<file path="src/rtl/muldiv_unit_pkg.sv">
// rtl/muldiv_unit_pkg.sv - op codes and funct decode shared by the mul/div unit and its controller
package muldiv_unit_pkg;

  localparam logic [1:0] MD_MULT  = 2'b00;
  localparam logic [1:0] MD_MULTU = 2'b01;
  localparam logic [1:0] MD_DIV   = 2'b10;
  localparam logic [1:0] MD_DIVU  = 2'b11;

  typedef struct packed {
    logic       start;
    logic [1:0] op;
    logic       mthi;
    logic       mtlo;
  } md_ctrl_t;

  // The low two funct bits of MULT..DIVU line up with the MD_* codes.
  function automatic md_ctrl_t decode_funct(input logic [5:0] funct);
    md_ctrl_t c;
    c = '0;
    case (funct)
      6'h11: c.mthi = 1'b1;
      6'h13: c.mtlo = 1'b1;
      6'h18, 6'h19, 6'h1A, 6'h1B: begin
        c.start = 1'b1;
        c.op    = funct[1:0];
      end
      default: ;
    endcase
    return c;
  endfunction

endpackage

</file>
<file path="src/rtl/muldiv_step.sv">
// rtl/muldiv_step.sv - one combinational radix-2 iteration (shift-add multiply or restoring divide)
module muldiv_step #(
  parameter int WIDTH = 32
) (
  input  logic                 divide,
  input  logic [2*WIDTH-1:0]   acc,
  input  logic [WIDTH-1:0]     operand,
  output logic [2*WIDTH-1:0]   acc_next,
  output logic                 q_bit
);

  logic [WIDTH:0] sum;
  logic [WIDTH:0] partial;
  logic [WIDTH:0] diff;

  // Multiply: upper half accumulates, low half holds the unconsumed multiplier bits.
  // Divide: upper half is the remainder, low half shifts dividend out and quotient in.
  always_comb begin
    sum      = {1'b0, acc[2*WIDTH-1:WIDTH]} + (acc[0] ? {1'b0, operand} : '0);
    partial  = {acc[2*WIDTH-1:WIDTH], acc[WIDTH-1]};
    diff     = partial - {1'b0, operand};
    q_bit    = 1'b0;
    acc_next = {sum, acc[WIDTH-1:1]};
    if (divide) begin
      q_bit    = ~diff[WIDTH];
      acc_next = {(q_bit ? diff[WIDTH-1:0] : partial[WIDTH-1:0]), acc[WIDTH-2:0], 1'b0};
    end
  end

endmodule

</file>
<file path="src/rtl/muldiv_unit.sv">
// rtl/muldiv_unit.sv - iterative MULT/MULTU/DIV/DIVU unit owning the HI/LO registers
module muldiv_unit
  import muldiv_unit_pkg::*;
#(
  parameter int WIDTH = 32
) (
  input  logic             clk,
  input  logic             rst,
  input  logic             start,
  input  logic [1:0]       op,
  input  logic [WIDTH-1:0] A,
  input  logic [WIDTH-1:0] B,
  input  logic             mthi,
  input  logic             mtlo,
  input  logic [WIDTH-1:0] wdata,
  output logic             busy,
  output logic             done,
  output logic [WIDTH-1:0] hi,
  output logic [WIDTH-1:0] lo
);

  localparam int CW = $clog2(WIDTH);

  typedef enum logic [1:0] {IDLE = 2'd0, RUN = 2'd1, FIX = 2'd2} state_t;

  state_t             state, next_state;
  logic [CW-1:0]      cnt;
  logic [1:0]         op_q;
  logic               sign_a, sign_b;
  logic [WIDTH-1:0]   operand, a_q;
  logic [2*WIDTH-1:0] acc, step_acc;
  logic               step_q;
  logic               op_div, op_signed, start_signed;
  logic [WIDTH-1:0]   abs_a, abs_b;
  logic [WIDTH-1:0]   fix_hi, fix_lo;

  assign op_div       = op_q[1];
  assign op_signed    = (op_q == MD_MULT) || (op_q == MD_DIV);
  assign start_signed = (op == MD_MULT) || (op == MD_DIV);
  assign abs_a        = (start_signed && A[WIDTH-1]) ? -A : A;
  assign abs_b        = (start_signed && B[WIDTH-1]) ? -B : B;

  muldiv_step #(.WIDTH(WIDTH)) u_step (
    .divide   (op_div),
    .acc      (acc),
    .operand  (operand),
    .acc_next (step_acc),
    .q_bit    (step_q)
  );

  always_comb begin
    next_state = state;
    case (state)
      IDLE:    if (start) next_state = RUN;
      RUN:     if (cnt == CW'(WIDTH - 1)) next_state = FIX;
      FIX:     next_state = IDLE;
      default: next_state = IDLE;
    endcase
  end

  always_ff @(posedge clk or posedge rst) begin
    if (rst) begin
      state <= IDLE;
      busy  <= 1'b0;
      done  <= 1'b0;
    end else begin
      state <= next_state;
      busy  <= (next_state != IDLE);
      done  <= (state == FIX);
    end
  end

  // Divide by zero leaves the raw dividend in HI and bypasses sign correction.
  always_comb begin
    fix_hi = acc[2*WIDTH-1:WIDTH];
    fix_lo = acc[WIDTH-1:0];
    if (!op_div) begin
      if (op_signed && (sign_a ^ sign_b)) {fix_hi, fix_lo} = -acc;
    end else if (operand == '0) begin
      fix_hi = a_q;
      fix_lo = '1;
    end else if (op_signed) begin
      if (sign_a ^ sign_b) fix_lo = -acc[WIDTH-1:0];
      if (sign_a)          fix_hi = -acc[2*WIDTH-1:WIDTH];
    end
  end

  always_ff @(posedge clk or posedge rst) begin
    if (rst) begin
      cnt     <= '0;
      op_q    <= MD_MULT;
      sign_a  <= 1'b0;
      sign_b  <= 1'b0;
      operand <= '0;
      a_q     <= '0;
      acc     <= '0;
      hi      <= '0;
      lo      <= '0;
    end else begin
      case (state)
        IDLE: begin
          if (start) begin
            op_q   <= op;
            sign_a <= A[WIDTH-1];
            sign_b <= B[WIDTH-1];
            a_q    <= A;
            cnt    <= '0;
            if (op[1]) begin
              acc     <= {{WIDTH{1'b0}}, abs_a};
              operand <= abs_b;
            end else begin
              acc     <= {{WIDTH{1'b0}}, abs_b};
              operand <= abs_a;
            end
          end else begin
            if (mthi) hi <= wdata;
            if (mtlo) lo <= wdata;
          end
        end
        RUN: begin
          acc <= op_div ? {step_acc[2*WIDTH-1:1], step_q} : step_acc;
          cnt <= cnt + CW'(1);
        end
        FIX: begin
          hi <= fix_hi;
          lo <= fix_lo;
        end
        default: ;
      endcase
    end
  end

endmodule

</file>
<file path="config.mk">
export PLATFORM = sky130hd
export DESIGN_NAME = muldiv_unit
export DESIGN_NICKNAME = d
export VERILOG_FILES = /design/src/rtl/muldiv_unit_pkg.sv /design/src/rtl/muldiv_step.sv /design/src/rtl/muldiv_unit.sv
export SDC_FILE = /design/constraint.sdc
export NUM_CORES = 1
export LEC_CHECK = 0
export ABC_AREA = 1
export CAP_MARGIN = 20
export CORE_MARGIN = 5
export CORE_UTILIZATION = 43
export DETAILED_ROUTE_END_ITERATION = 7
export HOLD_SLACK_MARGIN = 0.06
export PLACE_DENSITY_LB_ADDON = 0.1
export RECOVER_POWER = 50
export SLEW_MARGIN = 25
export SYNTH_ARGS = -nofsm -noshare
export SYNTH_HDL_FRONTEND = slang
export SYNTH_SLANG_ARGS = --single-unit
</file>
<file path="constraint.sdc">
create_clock -name clk -period 7 [get_ports clk]
set_input_delay 0.7 -clock clk [delete_from_list [all_inputs] [get_ports clk]]
set_output_delay 0.7 -clock clk [all_outputs]
set_load 0.05 [all_outputs]
</file>
==> flow_summary_export.csv <==
group,metric,value,unit
critical_path,critPathLaunchType,"flip-flop",
routing,firstDrtPassIters,7,
cells_and_area,final_common_cell,"nand2_1",
critical_path,path_cells,"inv_1, nand2_1, clkbuf_1, clkinv_1, buf_4, a21oi_1, o21ai_0, a31oi_1",
sta,holdWs,0.505,ns
power,pwr-share-seq,20.5,%
worst_hold_path,hold_depth,2,
critical_path,path_class,"reg2reg",
power,power.switching,8.26,mW
die,fp-row-count,79,
grt,track_usage,35.3,%
critical_path,cpMaxStageDelayCell,"clkbuf_1",
grt,grt_max_degree,78,
logic_synthesis,ys_seq_area_share,25.1,%
logic_synthesis,yosysTopAreaCell,"dfrtp_1",
die,initial_core_util,43.6,%
routing,antenna_left,0,
clock_tree,path_clk_slew,0.06,ns
sta,fin_crit_sh,60.9,%
sta,rsz0062_at_grt,"no",
critical_path,rr_worst_depth,8,
run_status,outcome,"complete, but fails checks",
power,p_sw_share,60.2,%
die,ioPinCount,169,
run_status,violations,"max-capacitance violations, max-slew violations",
cells_and_area,fin_area,0.0232,sq mm
power,p_clk_share,9.2,%
sta,fmax,0.234,GHz
cells_and_area,postLayoutCoreUtil,49.8,%
logic_synthesis,synth_top_family_by_area,"simple AND/OR/NAND/NOR gates",
logic_synthesis,synth_fa_ha_area_share,4.50,%
critical_path,r2r_slack,2.73,ns
logic_synthesis,synth_warnings,0,
grt,grt_pass1_wl,139000,um
routing,routedWlPerCell,22.5,um
critical_path,critPathCapture,"acc[0]$_DFFE_PP0P_",
sta,setup_viol,0,
placed_design,pre_cts_slack,3.39,ns
critical_path,required,7.43,ns
placed_design,port_buffers,168,
logic_synthesis,synthDominantCellAreaShare,25.1,%
worst_hold_path,hp-class,"reg2reg",
power,pwr-share-comb,70.3,%
critical_path,crit_arrival,4.70,ns
critical_path,slowest_delay,1.86,ns
cells_and_area,diodes,0,
cells_and_area,final_nets,3753,
clock_tree,cts_tree,"yes",
clock_tree,cts_resized,0,
logic_synthesis,synth_nets,3656,
die,fp.dieW,228,um
grt,grt_pass1_vias,22100,
routing,via_per_inst,5.73,
grt,antenna_found_initial,1,
placed_design,globalplace.congestion,1.11,
routing,num_vias,24100,
clock_tree,cts_root_buffer,"clkbuf_16",
clock_tree,post_cts_buffers,0,
flow_run,drv_cap,3,
placed_design,place_area,0.0225,sq mm
logic_synthesis,synthArstFlopShare,100,%
logic_synthesis,synth_top_cells_by_area,"dfrtp_1 25%, nand2_1 23%, inv_1 8.3%",
clock_tree,cts_buffers,25,
logic_synthesis,synth_mux_area_share,0,%
clock_tree,cts_sinks,204,
sta,final.min_clock_period,4.27,ns
die,die_h,228,um
sta,skew,0.0281,ns
routing,wl,94400,um
sta,tns,0,ns
sta,setup_ws,2.73,ns
sta,final_max_slew_viol_count,172,
sta,worst_slew_pin_slew,3.78,ns
clock_tree,cts_buffer_depth,3,
sta,finalHoldViolCount,0,
power,ir_drop,310,uV
cells_and_area,final_cell_mix,"1,225 x nand2_1, 447 x inv_1, 341 x nor2_1",
placed_design,hpwl,75300,um
sta,slew_headroom,-153,%
critical_path,crit_start,"state[1]$_DFF_PP0_",
routing,drt_iter0_markers,3249,
logic_synthesis,synth-edff-count,0,
critical_path,r2r_end,"acc[0]$_DFFE_PP0P_",
logic_synthesis,synth_flop_cell,"dfrtp_1",
logic_synthesis,synth_area,0.0203,sq mm
clock_tree,htreeDepth,1,
critical_path,timing.rr.start,"state[1]$_DFF_PP0_",
logic_synthesis,ys_ff_latch,204,
routing,drcViolationCount,0,
critical_path,cp-end-kind,"flip-flop",
grt,grt-ovfl-total,0,
logic_synthesis,ys_types,49,
clock_tree,cts-hold-fix-buffers,0,
logic_synthesis,synth_xor_area_share,3.70,%
logic_synthesis,syn_area_per_cell,5.84,sq um
cells_and_area,area_growth,14.2,%
power,p_leak,11.7,nW
die,dieArea,0.0518,sq mm
logic_synthesis,synthSimpleGateAreaFrac,41.0,%
power,internal_power,5.47,mW
logic_synthesis,synthCells,3481,
die,coreArea,0.0467,sq mm
logic_synthesis,synth_compound_area_share,14.6,%
cells_and_area,drive_gt1_share,3.53,%
critical_path,path_max_fanout,55,
cells_and_area,fillers,4990,
clock_tree,clock_latency,0.55,ns
power,p_per_area,591,mW/mm^2
registers in the layout, summed over array words and instances (netlist names):
| signal | count |
|---|---|
| a_q | 31 |
| acc | 64 |
| busy | 1 |
| cnt | 5 |
| done | 1 |
| hi | 32 |
| lo | 32 |
| op_q | 2 |
| operand | 32 |
| sign_a | 1 |
| sign_b | 1 |
| state | 2 |
synth_stat cells, types with 2 or more instances:
cell      instances
buf_6             5
inv_1           449
or2_2             4
fa_1              2
buf_1            24
nand3b_1         18
nand2_2          11
nand2_4           6
o21bai_1          9
o221ai_1         11
nand3_1         303
o21a_1            4
nand3_2           6
nor2_2            9
nor3_2            2
buf_2            19
nor2_4            5
nand4_1          42
o211ai_1         53
o21ai_0         235
xor2_1           73
a22o_1            2
clkbuf_1         72
a21oi_1         152
nor2_1          344
clkinv_1          3
nor3_1           20
o22ai_1           2
a21oi_2           2
nor3b_1           3
inv_2            15
o21ai_1          13
a21o_1            6
ha_1             70
a22oi_1          22
a31oi_1          11
xnor2_1          13
nor4_1            3
nand2_1        1225
dfrtp_1         204
critical path: cells and delay by family (launching register included):
family	cells	cell delay, ns
buf+inv	4	2.95
compound gates	3	0.69
flops	1	0.42
simple gates	1	0.07
how the worst min path moves through the flow:
stage                        startpoint             endpoint  slack [ns]
finish              a_q[25]$_DFFE_PP0P_  a_q[25]$_DFFE_PP0P_        0.50
global route         lo[28]$_DFFE_PP0P_   lo[28]$_DFFE_PP0P_        0.53
CTS                 a_q[25]$_DFFE_PP0P_  a_q[25]$_DFFE_PP0P_        0.51
detailed placement   lo[28]$_DFFE_PP0P_   lo[28]$_DFFE_PP0P_        0.49
global placement    a_q[23]$_DFFE_PP0P_  a_q[23]$_DFFE_PP0P_        0.48
floorplan           a_q[12]$_DFFE_PP0P_  a_q[12]$_DFFE_PP0P_        0.45
area by class of cell:
type / count / area, sq um / share of cell area [%]
repair buffers: 190 / 1840 / 7.92
well taps: 607 / 759 / 3.27
inverters: 467 / 1760 / 7.56
clock buffers: 32 / 672 / 2.89
multi-input cells: 2690 / 13000 / 55.9
flip-flops and latches: 204 / 5110 / 22.0
clock inverters: 12 / 98.8 / 0.426
routing by layer:
layer	up-vias	GRT usage (%)	routed length, um	share of wire (%)
met2	1372	51.0	38700	41
met5	-	0	13	0.014
met3	182	8.27	11400	12
met1	11200	51.7	40300	43
met4	2	12.4	4080	4.3
li1	11300	-	-	-
power groups by stage:
stage | Sequential [mW] | Clock, mW | Combinational [mW]
2_1_floorplan | 2.82 | 0 | 6.06
3_3_place_gp | 2.75 | 0 | 9.27
3_5_place_dp | 2.76 | 0 | 9.36
4_1_cts | 2.74 | 1.27 | 9.40
5_1_grt | 2.84 | 1.31 | 10.6
6_report | 2.82 | 1.26 | 9.66
logic make-up after synthesis:
| logic type | count (synthesis) |
|---|---|
| AOI/OAI and AO/OA | 527 |
| xor gates and xnor gates | 86 |
| adders and majority gates | 72 |
| buffers and inverters | 587 |
| DFF | 204 |
| and+or+nand+nor | 2005 |
through the flow:
step,power (mW),std cells
final,13.7,4202
after global routing,14.7,4202
after CTS,13.4,4202
after detailed placement,12.1,4158
after global placement,12.0,4158
after floorplan,8.88,3481
Power figures use the tool's default switching activity.
